### config.mk
export PLATFORM = sky130hd
export DESIGN_NAME = sccb_setup_buffer_flat
export DESIGN_NICKNAME = d
export VERILOG_FILES = /design/src/rtl/sccb_setup_buffer_pkg.sv /design/src/rtl/sccb_setup_buffer_if.sv /design/src/rtl/sccb_setup_buffer_nrst_edge_sync.sv /design/src/rtl/sccb_setup_buffer.sv /design/src/flat_wrapper.sv
export SDC_FILE = /design/constraint.sdc
export NUM_CORES = 2
export LEC_CHECK = 0
export CELL_PAD_IN_SITES_DETAIL_PLACEMENT = 0
export CELL_PAD_IN_SITES_GLOBAL_PLACEMENT = 1
export CORE_MARGIN = 2
export CORE_UTILIZATION = 45
export DETAILED_ROUTE_END_ITERATION = 8
export PLACE_DENSITY_LB_ADDON = 0.1
export SLEW_MARGIN = 20
export SYNTH_ARGS = -nofsm -noshare
export SYNTH_HDL_FRONTEND = slang
export SYNTH_SLANG_ARGS = --single-unit
### constraint.sdc
create_clock -name clk_fast -period 6.7 [get_ports clk_fast]
set_clock_uncertainty 0.2 [all_clocks]
set_input_delay 1.34 -clock clk_fast [delete_from_list [all_inputs] [get_ports clk_fast]]
set_output_delay 1.34 -clock clk_fast [all_outputs]
set_load 0.005 [all_outputs]
### src/rtl/sccb_setup_buffer_pkg.sv
// Shared definitions for the SCCB setup buffer: state encoding, list markers
// and SCCB request field widths.
package sccb_setup_pkg;

   localparam int WORD_W      = 16;
   localparam int DEPTH       = 64;
   localparam int INDX_W      = 6;
   localparam int COUNT_W     = 7;
   localparam int SCCB_ADDR_W = 8;
   localparam int SCCB_DATA_W = 8;

   localparam logic [WORD_W-1:0]      SEQ_TERM_WORD  = 16'hFFFF;
   localparam logic [SCCB_ADDR_W-1:0] SEQ_DELAY_ADDR = 8'hFE;

   typedef enum logic [2:0] {
      ST_IDLE,
      ST_FETCH,
      ST_ISSUE,
      ST_WAIT,
      ST_DELAY,
      ST_NEXT,
      ST_FINISH
   } seq_state_e;

endpackage

### src/rtl/sccb_setup_buffer_if.sv
// Request/response channel between the setup sequencer and the SCCB master.
interface sccb_setup_buffer_if;
   import sccb_setup_pkg::*;

   logic                   sccb_valid;
   logic                   sccb_ready;
   logic [SCCB_ADDR_W-1:0] sccb_addr;
   logic [SCCB_DATA_W-1:0] sccb_data;
   logic                   sccb_done;
   logic                   sccb_nack;

   modport master (
      output sccb_valid, sccb_addr, sccb_data,
      input  sccb_ready, sccb_done, sccb_nack
   );

   modport slave (
      input  sccb_valid, sccb_addr, sccb_data,
      output sccb_ready, sccb_done, sccb_nack
   );

endinterface

### src/rtl/sccb_setup_buffer_nrst_edge_sync.sv
// Two-flop synchroniser for an asynchronous active-low trigger, followed by a
// one-cycle pulse on each synchronised falling edge.
module nrst_edge_sync (
   input  logic clk,
   input  logic rst_n,
   input  logic async_nrst_i,
   output logic fall_o
);

   logic meta_q;
   logic sync_q;
   logic prev_q;

   // Idle level of the trigger is high, so reset to 1 to avoid a spurious edge.
   always_ff @(posedge clk or negedge rst_n) begin
      if (!rst_n) begin
         meta_q <= 1'b1;
         sync_q <= 1'b1;
         prev_q <= 1'b1;
      end else begin
         meta_q <= async_nrst_i;
         sync_q <= meta_q;
         prev_q <= sync_q;
      end
   end

   assign fall_o = prev_q & ~sync_q;

endmodule

### src/rtl/sccb_setup_buffer.sv
// 64-word camera register list with host access port and a commit sequencer
// that replays the list as SCCB write requests, honouring delay entries.
module sccb_setup_buffer
   import sccb_setup_pkg::*;
#(
   parameter int                     DELAY_UNIT = 1024,
   parameter logic [WORD_W-1:0]      TERM_WORD  = SEQ_TERM_WORD,
   parameter logic [SCCB_ADDR_W-1:0] DELAY_ADDR = SEQ_DELAY_ADDR
) (
   input  logic                clk_fast,
   input  logic                g_nrst,
   input  logic                buff_port_wr,
   input  logic                buff_port_rd,
   input  logic [INDX_W-1:0]   buff_port_indx,
   input  logic [WORD_W-1:0]   buff_port_din,
   output logic [WORD_W-1:0]   buff_port_dout,
   input  logic                commit_nrst,
   sccb_setup_buffer_if.master sccb,
   output logic                busy,
   output logic                seq_done,
   output logic                seq_err,
   output logic [COUNT_W-1:0]  seq_count
);

   localparam int DIV_W = $clog2(DELAY_UNIT + 1);

   logic [WORD_W-1:0]      mem_q [DEPTH];
   logic [WORD_W-1:0]      dout_q;
   logic                   wr_en;
   logic                   commit_fall;
   logic [WORD_W-1:0]      fetch_word;

   seq_state_e             state_q;
   logic [INDX_W-1:0]      ptr_q;
   logic [7:0]             tick_q;
   logic [DIV_W-1:0]       div_q;
   logic                   valid_q;
   logic [SCCB_ADDR_W-1:0] addr_q;
   logic [SCCB_DATA_W-1:0] data_q;
   logic                   busy_q;
   logic                   done_q;
   logic                   err_q;
   logic [COUNT_W-1:0]     count_q;

   nrst_edge_sync u_commit_sync (
      .clk          (clk_fast),
      .rst_n        (g_nrst),
      .async_nrst_i (commit_nrst),
      .fall_o       (commit_fall)
   );

   // The list is frozen while the sequencer walks it.
   assign wr_en = buff_port_wr & ~busy_q;

   always_ff @(posedge clk_fast or negedge g_nrst) begin
      if (!g_nrst) begin
         for (int i = 0; i < DEPTH; i++) begin
            mem_q[i] <= TERM_WORD;
         end
      end else if (wr_en) begin
         mem_q[buff_port_indx] <= buff_port_din;
      end
   end

   always_ff @(posedge clk_fast or negedge g_nrst) begin
      if (!g_nrst) begin
         dout_q <= '0;
      end else if (buff_port_rd) begin
         dout_q <= mem_q[buff_port_indx];
      end
   end

   assign fetch_word = mem_q[ptr_q];

   always_ff @(posedge clk_fast or negedge g_nrst) begin
      if (!g_nrst) begin
         state_q <= ST_IDLE;
         ptr_q   <= '0;
         tick_q  <= '0;
         div_q   <= '0;
         valid_q <= 1'b0;
         addr_q  <= '0;
         data_q  <= '0;
         busy_q  <= 1'b0;
         done_q  <= 1'b0;
         err_q   <= 1'b0;
         count_q <= '0;
      end else begin
         done_q <= 1'b0;
         case (state_q)
            ST_IDLE: begin
               if (commit_fall) begin
                  state_q <= ST_FETCH;
                  busy_q  <= 1'b1;
                  ptr_q   <= '0;
                  count_q <= '0;
                  err_q   <= 1'b0;
               end
            end
            ST_FETCH: begin
               div_q <= '0;
               if (fetch_word == TERM_WORD) begin
                  state_q <= ST_FINISH;
                  done_q  <= 1'b1;
               end else if (fetch_word[15:8] == DELAY_ADDR) begin
                  tick_q  <= fetch_word[7:0];
                  state_q <= ST_DELAY;
               end else begin
                  addr_q  <= fetch_word[15:8];
                  data_q  <= fetch_word[7:0];
                  valid_q <= 1'b1;
                  state_q <= ST_ISSUE;
               end
            end
            ST_ISSUE: begin
               if (sccb.sccb_ready) begin
                  valid_q <= 1'b0;
                  count_q <= count_q + COUNT_W'(1);
                  state_q <= ST_WAIT;
               end
            end
            ST_WAIT: begin
               if (sccb.sccb_done) begin
                  if (sccb.sccb_nack) begin
                     err_q <= 1'b1;
                  end
                  state_q <= ST_NEXT;
               end
            end
            ST_DELAY: begin
               // One tick per DELAY_UNIT cycles; a zero count passes straight through.
               if (tick_q == 8'd0) begin
                  state_q <= ST_NEXT;
               end else if (div_q == DIV_W'(DELAY_UNIT - 1)) begin
                  div_q  <= '0;
                  tick_q <= tick_q - 8'd1;
                  if (tick_q == 8'd1) begin
                     state_q <= ST_NEXT;
                  end
               end else begin
                  div_q <= div_q + DIV_W'(1);
               end
            end
            ST_NEXT: begin
               if (ptr_q == INDX_W'(DEPTH - 1)) begin
                  state_q <= ST_FINISH;
                  done_q  <= 1'b1;
               end else begin
                  ptr_q   <= ptr_q + INDX_W'(1);
                  state_q <= ST_FETCH;
               end
            end
            ST_FINISH: begin
               busy_q  <= 1'b0;
               state_q <= ST_IDLE;
            end
            default: begin
               state_q <= ST_IDLE;
               busy_q  <= 1'b0;
               valid_q <= 1'b0;
            end
         endcase
      end
   end

   assign buff_port_dout  = dout_q;
   assign sccb.sccb_valid = valid_q;
   assign sccb.sccb_addr  = addr_q;
   assign sccb.sccb_data  = data_q;
   assign busy            = busy_q;
   assign seq_done        = done_q;
   assign seq_err         = err_q;
   assign seq_count       = count_q;

endmodule

### src/flat_wrapper.sv
// flat-port wrapper written by rule: the top's interface ports become plain ports
module sccb_setup_buffer_flat import sccb_setup_pkg::*;
#(
   parameter int                     DELAY_UNIT = 1024,
   parameter logic [WORD_W-1:0]      TERM_WORD  = SEQ_TERM_WORD,
   parameter logic [SCCB_ADDR_W-1:0] DELAY_ADDR = SEQ_DELAY_ADDR
)
  (clk_fast, g_nrst, buff_port_wr, buff_port_rd, buff_port_indx, buff_port_din, buff_port_dout, commit_nrst, busy, seq_done, seq_err, seq_count, sccb_sccb_valid, sccb_sccb_addr, sccb_sccb_data, sccb_sccb_ready, sccb_sccb_done, sccb_sccb_nack);
  sccb_setup_buffer_if sccb_i ();
  input  logic clk_fast;
  input  logic g_nrst;
  input  logic buff_port_wr;
  input  logic buff_port_rd;
  input  logic [INDX_W-1:0] buff_port_indx;
  input  logic [WORD_W-1:0] buff_port_din;
  output logic [WORD_W-1:0] buff_port_dout;
  input  logic commit_nrst;
  output logic busy;
  output logic seq_done;
  output logic seq_err;
  output logic [COUNT_W-1:0] seq_count;
  output wire logic [$bits(sccb_i.sccb_valid)-1:0] sccb_sccb_valid;
  output wire logic [$bits(sccb_i.sccb_addr)-1:0] sccb_sccb_addr;
  output wire logic [$bits(sccb_i.sccb_data)-1:0] sccb_sccb_data;
  input wire logic [$bits(sccb_i.sccb_ready)-1:0] sccb_sccb_ready;
  input wire logic [$bits(sccb_i.sccb_done)-1:0] sccb_sccb_done;
  input wire logic [$bits(sccb_i.sccb_nack)-1:0] sccb_sccb_nack;
  assign sccb_sccb_valid = sccb_i.sccb_valid;
  assign sccb_sccb_addr = sccb_i.sccb_addr;
  assign sccb_sccb_data = sccb_i.sccb_data;
  assign sccb_i.sccb_ready = sccb_sccb_ready;
  assign sccb_i.sccb_done = sccb_sccb_done;
  assign sccb_i.sccb_nack = sccb_sccb_nack;
  sccb_setup_buffer #(.DELAY_UNIT(DELAY_UNIT), .TERM_WORD(TERM_WORD), .DELAY_ADDR(DELAY_ADDR)) u_core (.clk_fast(clk_fast), .g_nrst(g_nrst), .buff_port_wr(buff_port_wr), .buff_port_rd(buff_port_rd), .buff_port_indx(buff_port_indx), .buff_port_din(buff_port_din), .buff_port_dout(buff_port_dout), .commit_nrst(commit_nrst), .sccb(sccb_i), .busy(busy), .seq_done(seq_done), .seq_err(seq_err), .seq_count(seq_count));
endmodule
==> flow_summary.yaml <==
yosys:
  ys_warn_count: 0
  synth_edf_count: 0
  synth-simple-area-share: 0.0314
  synthArstFlopShare: 1.00
  muxShareOfSynthArea: 0.419
  ys.flop_type: "dfstp_2"
  synthCells: 3907
  synth_compound_area_frac: 0.0317
  avgSynthCellArea_sq_um: 15.2
  synth_nets: 3942
  synth_area_sq_um: 59500
  synthXorXnorAreaFrac: 0.00132
  ys_seq_elements: 1098
  synth_cell_types: 75
  synth-adder-area-share: 0.00105
  synth.yosys.seq_area_share: 0.483
  synth_top_family_by_area: "multiplexers"
sta:
  fin_crit_sh: 0.750
  rsz0062_at_grt: "no"
  slew_headroom: 0.217
  slew_violations: 0
  fin_crit_ns: 5.02
  finalHoldViolations: 0
  worst_pin_slew_ns: 1.16
  fmax_mhz: 199
  setup_ws_ns: 1.68
  whs_ns: 0.157
  setup_viol: 0
  setup_tns_ns: 0
setup_path:
  critPathSlowestCell: "dfrtp_4"
  cp.depth: 10
  required_ns: 7.15
  cp-start-kind: "flip-flop"
  path_buf_inv: 1
  cp_max_fo: 33
  slowest_delay_ns: 0.89
  arrival_ns: 5.47
  crit_path_frequent_cell: "nor3_1"
  crit_chain: "buf_12 -> mux4_2 -> nor3_1 -> nor3_1 -> o311ai_0 -> a21oi_1 -> nor4bb_1 -> a21o_1 -> nor2_4 -> mux2_1"
  r2r_cells: 10
  end_kind: "flip-flop"
  critical_path_class: "flip-flop to flip-flop"
  path_delay_family: "compound AO/OA/AOI/OAI gates"
global_route:
  grt_max_degree: 192
  antenna_found_initial: 13
  overflow: 0
  grt_pass1_wl_microns: 307000
  grt_usage: 0.320
  grt_pass1_vias: 39600
routing:
  vias: 38400
  ant_nets: 0
  route.detailed.drc: 0
  routedWlPerCell_microns: 37.4
  drt_iter0_drc: 3481
  vias_per_cell: 6.66
  first_pass_iters: 6
  wl_microns: 215000
place:
  dp_slack_ns: 1.40
  io_buffers: 72
  placed_cells: 5521
  place_congestion: 0.968
  dpl.hpwl_microns: 142000
clock_tree:
  tritoncts: "built"
  cts.path.max_buffers: 3
  h-tree-depth: 4
  clock-root-buffer: "clkbuf_16"
  insertion_delay_ns: 0.77
  post_cts_buffers: 0
  postCtsResizedCells: 0
  clk_pin_slew_ns: 0.06
  numClockSinks: 1098
  numCtsBuffers: 131
  cts_hold_buf: 0
power:
  powerDensity_nw_per_um2: 336
  ir_worst_vdd_mv: 0.237
  p_leak_nw: 25.6
job:
  max_cap_viol_count: 0
run_status:
  outcome: "completed"
floorplan:
  ios: 73
  die_x_microns: 368
  rows: 133
  start_util: 0.453
  core_sq_um: 131000
  die_h_microns: 368
  die-area_sq_um: 135000
worst_hold_path:
  hold_class: "flip-flop to flip-flop"
  holdPathStages: 0
layout:
  utilization: 0.507
  final_net_count: 3935
  area_growth_pct: 11.9
  drive_above_1_share: 0.758
  final_cell_mix: "1030 x mux2_2, 1027 x dfstp_2, 517 x mux4_2, 160 x mux2i_1, 147 x buf_4"
  fin_cells: 5757
  layout_commonest_cell: "mux2_2"
state kept, by name (all words and copies together) (netlist names):
signal                       cells
u_core.div_q                    11
u_core.buff_port_dout           16
u_core.seq_done                  1
u_core.sccb.sccb_valid           1
u_core.state_q                   3
u_core.sccb.sccb_data            8
u_core.tick_q                    8
u_core.u_commit_sync.meta_q      1
u_core.seq_err                   1
u_core.seq_count                 7
u_core.busy                      1
u_core.u_commit_sync.sync_q      1
u_core.mem_q                  1024
u_core.sccb.sccb_addr            8
u_core.u_commit_sync.prev_q      1
u_core.ptr_q                     6
logic make-up (layout without fill, tap and decap cells):
kind of cell / count (synthesis) / after routing
compound gates: 281 / 281
fa+ha+maj: 5 / 5
mux: 1715 / 1715
buf+inv: 395 / 488
simple gates: 404 / 404
flops: 1098 / 1098
other cells: 0 / 2
xor+xnor: 9 / 9
worst paths after layout:
path | startpoint | to | slack [ns]
hold reg to reg | u_core.u_commit_sync.meta_q$_DFF_PN1_ | u_core.u_commit_sync.sync_q$_DFF_PN1_ | 0.16
setup reg to reg | u_core.ptr_q[0]$_DFFE_PN0P_ | u_core.sccb.sccb_data[4]$_DFFE_PN0P_ | 1.68
setup / recovery | u_core.ptr_q[0]$_DFFE_PN0P_ | u_core.sccb.sccb_data[4]$_DFFE_PN0P_ | 1.68
hold / removal | u_core.u_commit_sync.meta_q$_DFF_PN1_ | u_core.u_commit_sync.sync_q$_DFF_PN1_ | 0.16
max in group asynchronous | g_nrst | u_core.mem_q[604]$_DFFE_PN1P_ | 4.22
min in group asynchronous | g_nrst | u_core.buff_port_dout[4]$_DFFE_PN0P_ | 0.54
metal layers:
metal	track usage	up-vias	share of wire	wire length [microns]
li1	-	15100	-	-
met1	0.441	21100	0.42	89900
met3	0.0830	410	0.084	18100
met4	0.142	16	0.049	10500
met5	0	-	0.00047	101
met2	0.477	1713	0.45	96800
per-stage QoR:
stage / area (sq um) / power, mW
floorplan: 59500 / 13.0
global placement: 62200 / 14.9
detailed placement: 62200 / 15.1
CTS: 66500 / 22.5
global route: 66600 / 23.2
finish: 66600 / 22.3
where the power goes:
part           total (mW)  internal, mW  switching [mW]
clock                7.29          4.35            2.94
sequential           9.40          8.41           0.986
combinational        5.66          2.78            2.88
final cells by class:
cell class	instances	area (sq um)
antenna	2	5.00
clock inverter	36	484
sequential	1098	28800
timing repair buffer	240	2200
clock buffer	197	3880
tap	1755	2200
inverter	15	56.3
multi-input combinational	2414	29000
fill	10900	64700
cells in the mapped netlist, types with 15 or more instances:
master / number / area (sq um)
dfrtp_1: 71 / 1780
buf_2: 34 / 170
a31oi_1: 16 / 100
buf_4: 21 / 158
nand3_1: 30 / 150
clkbuf_1: 248 / 931
buf_1: 49 / 184
dfstp_2: 1027 / 27000
mux4_2: 517 / 11600
nand2_1: 143 / 537
o22ai_1: 65 / 407
mux2i_1: 160 / 1600
a21oi_1: 34 / 170
o21ai_0: 39 / 195
a22oi_1: 38 / 285
buf_6: 15 / 169
nor2_1: 116 / 435
mux2_2: 1030 / 11600
nor3_1: 24 / 120
No activity file was read; power rests on OpenSTA's default activity.
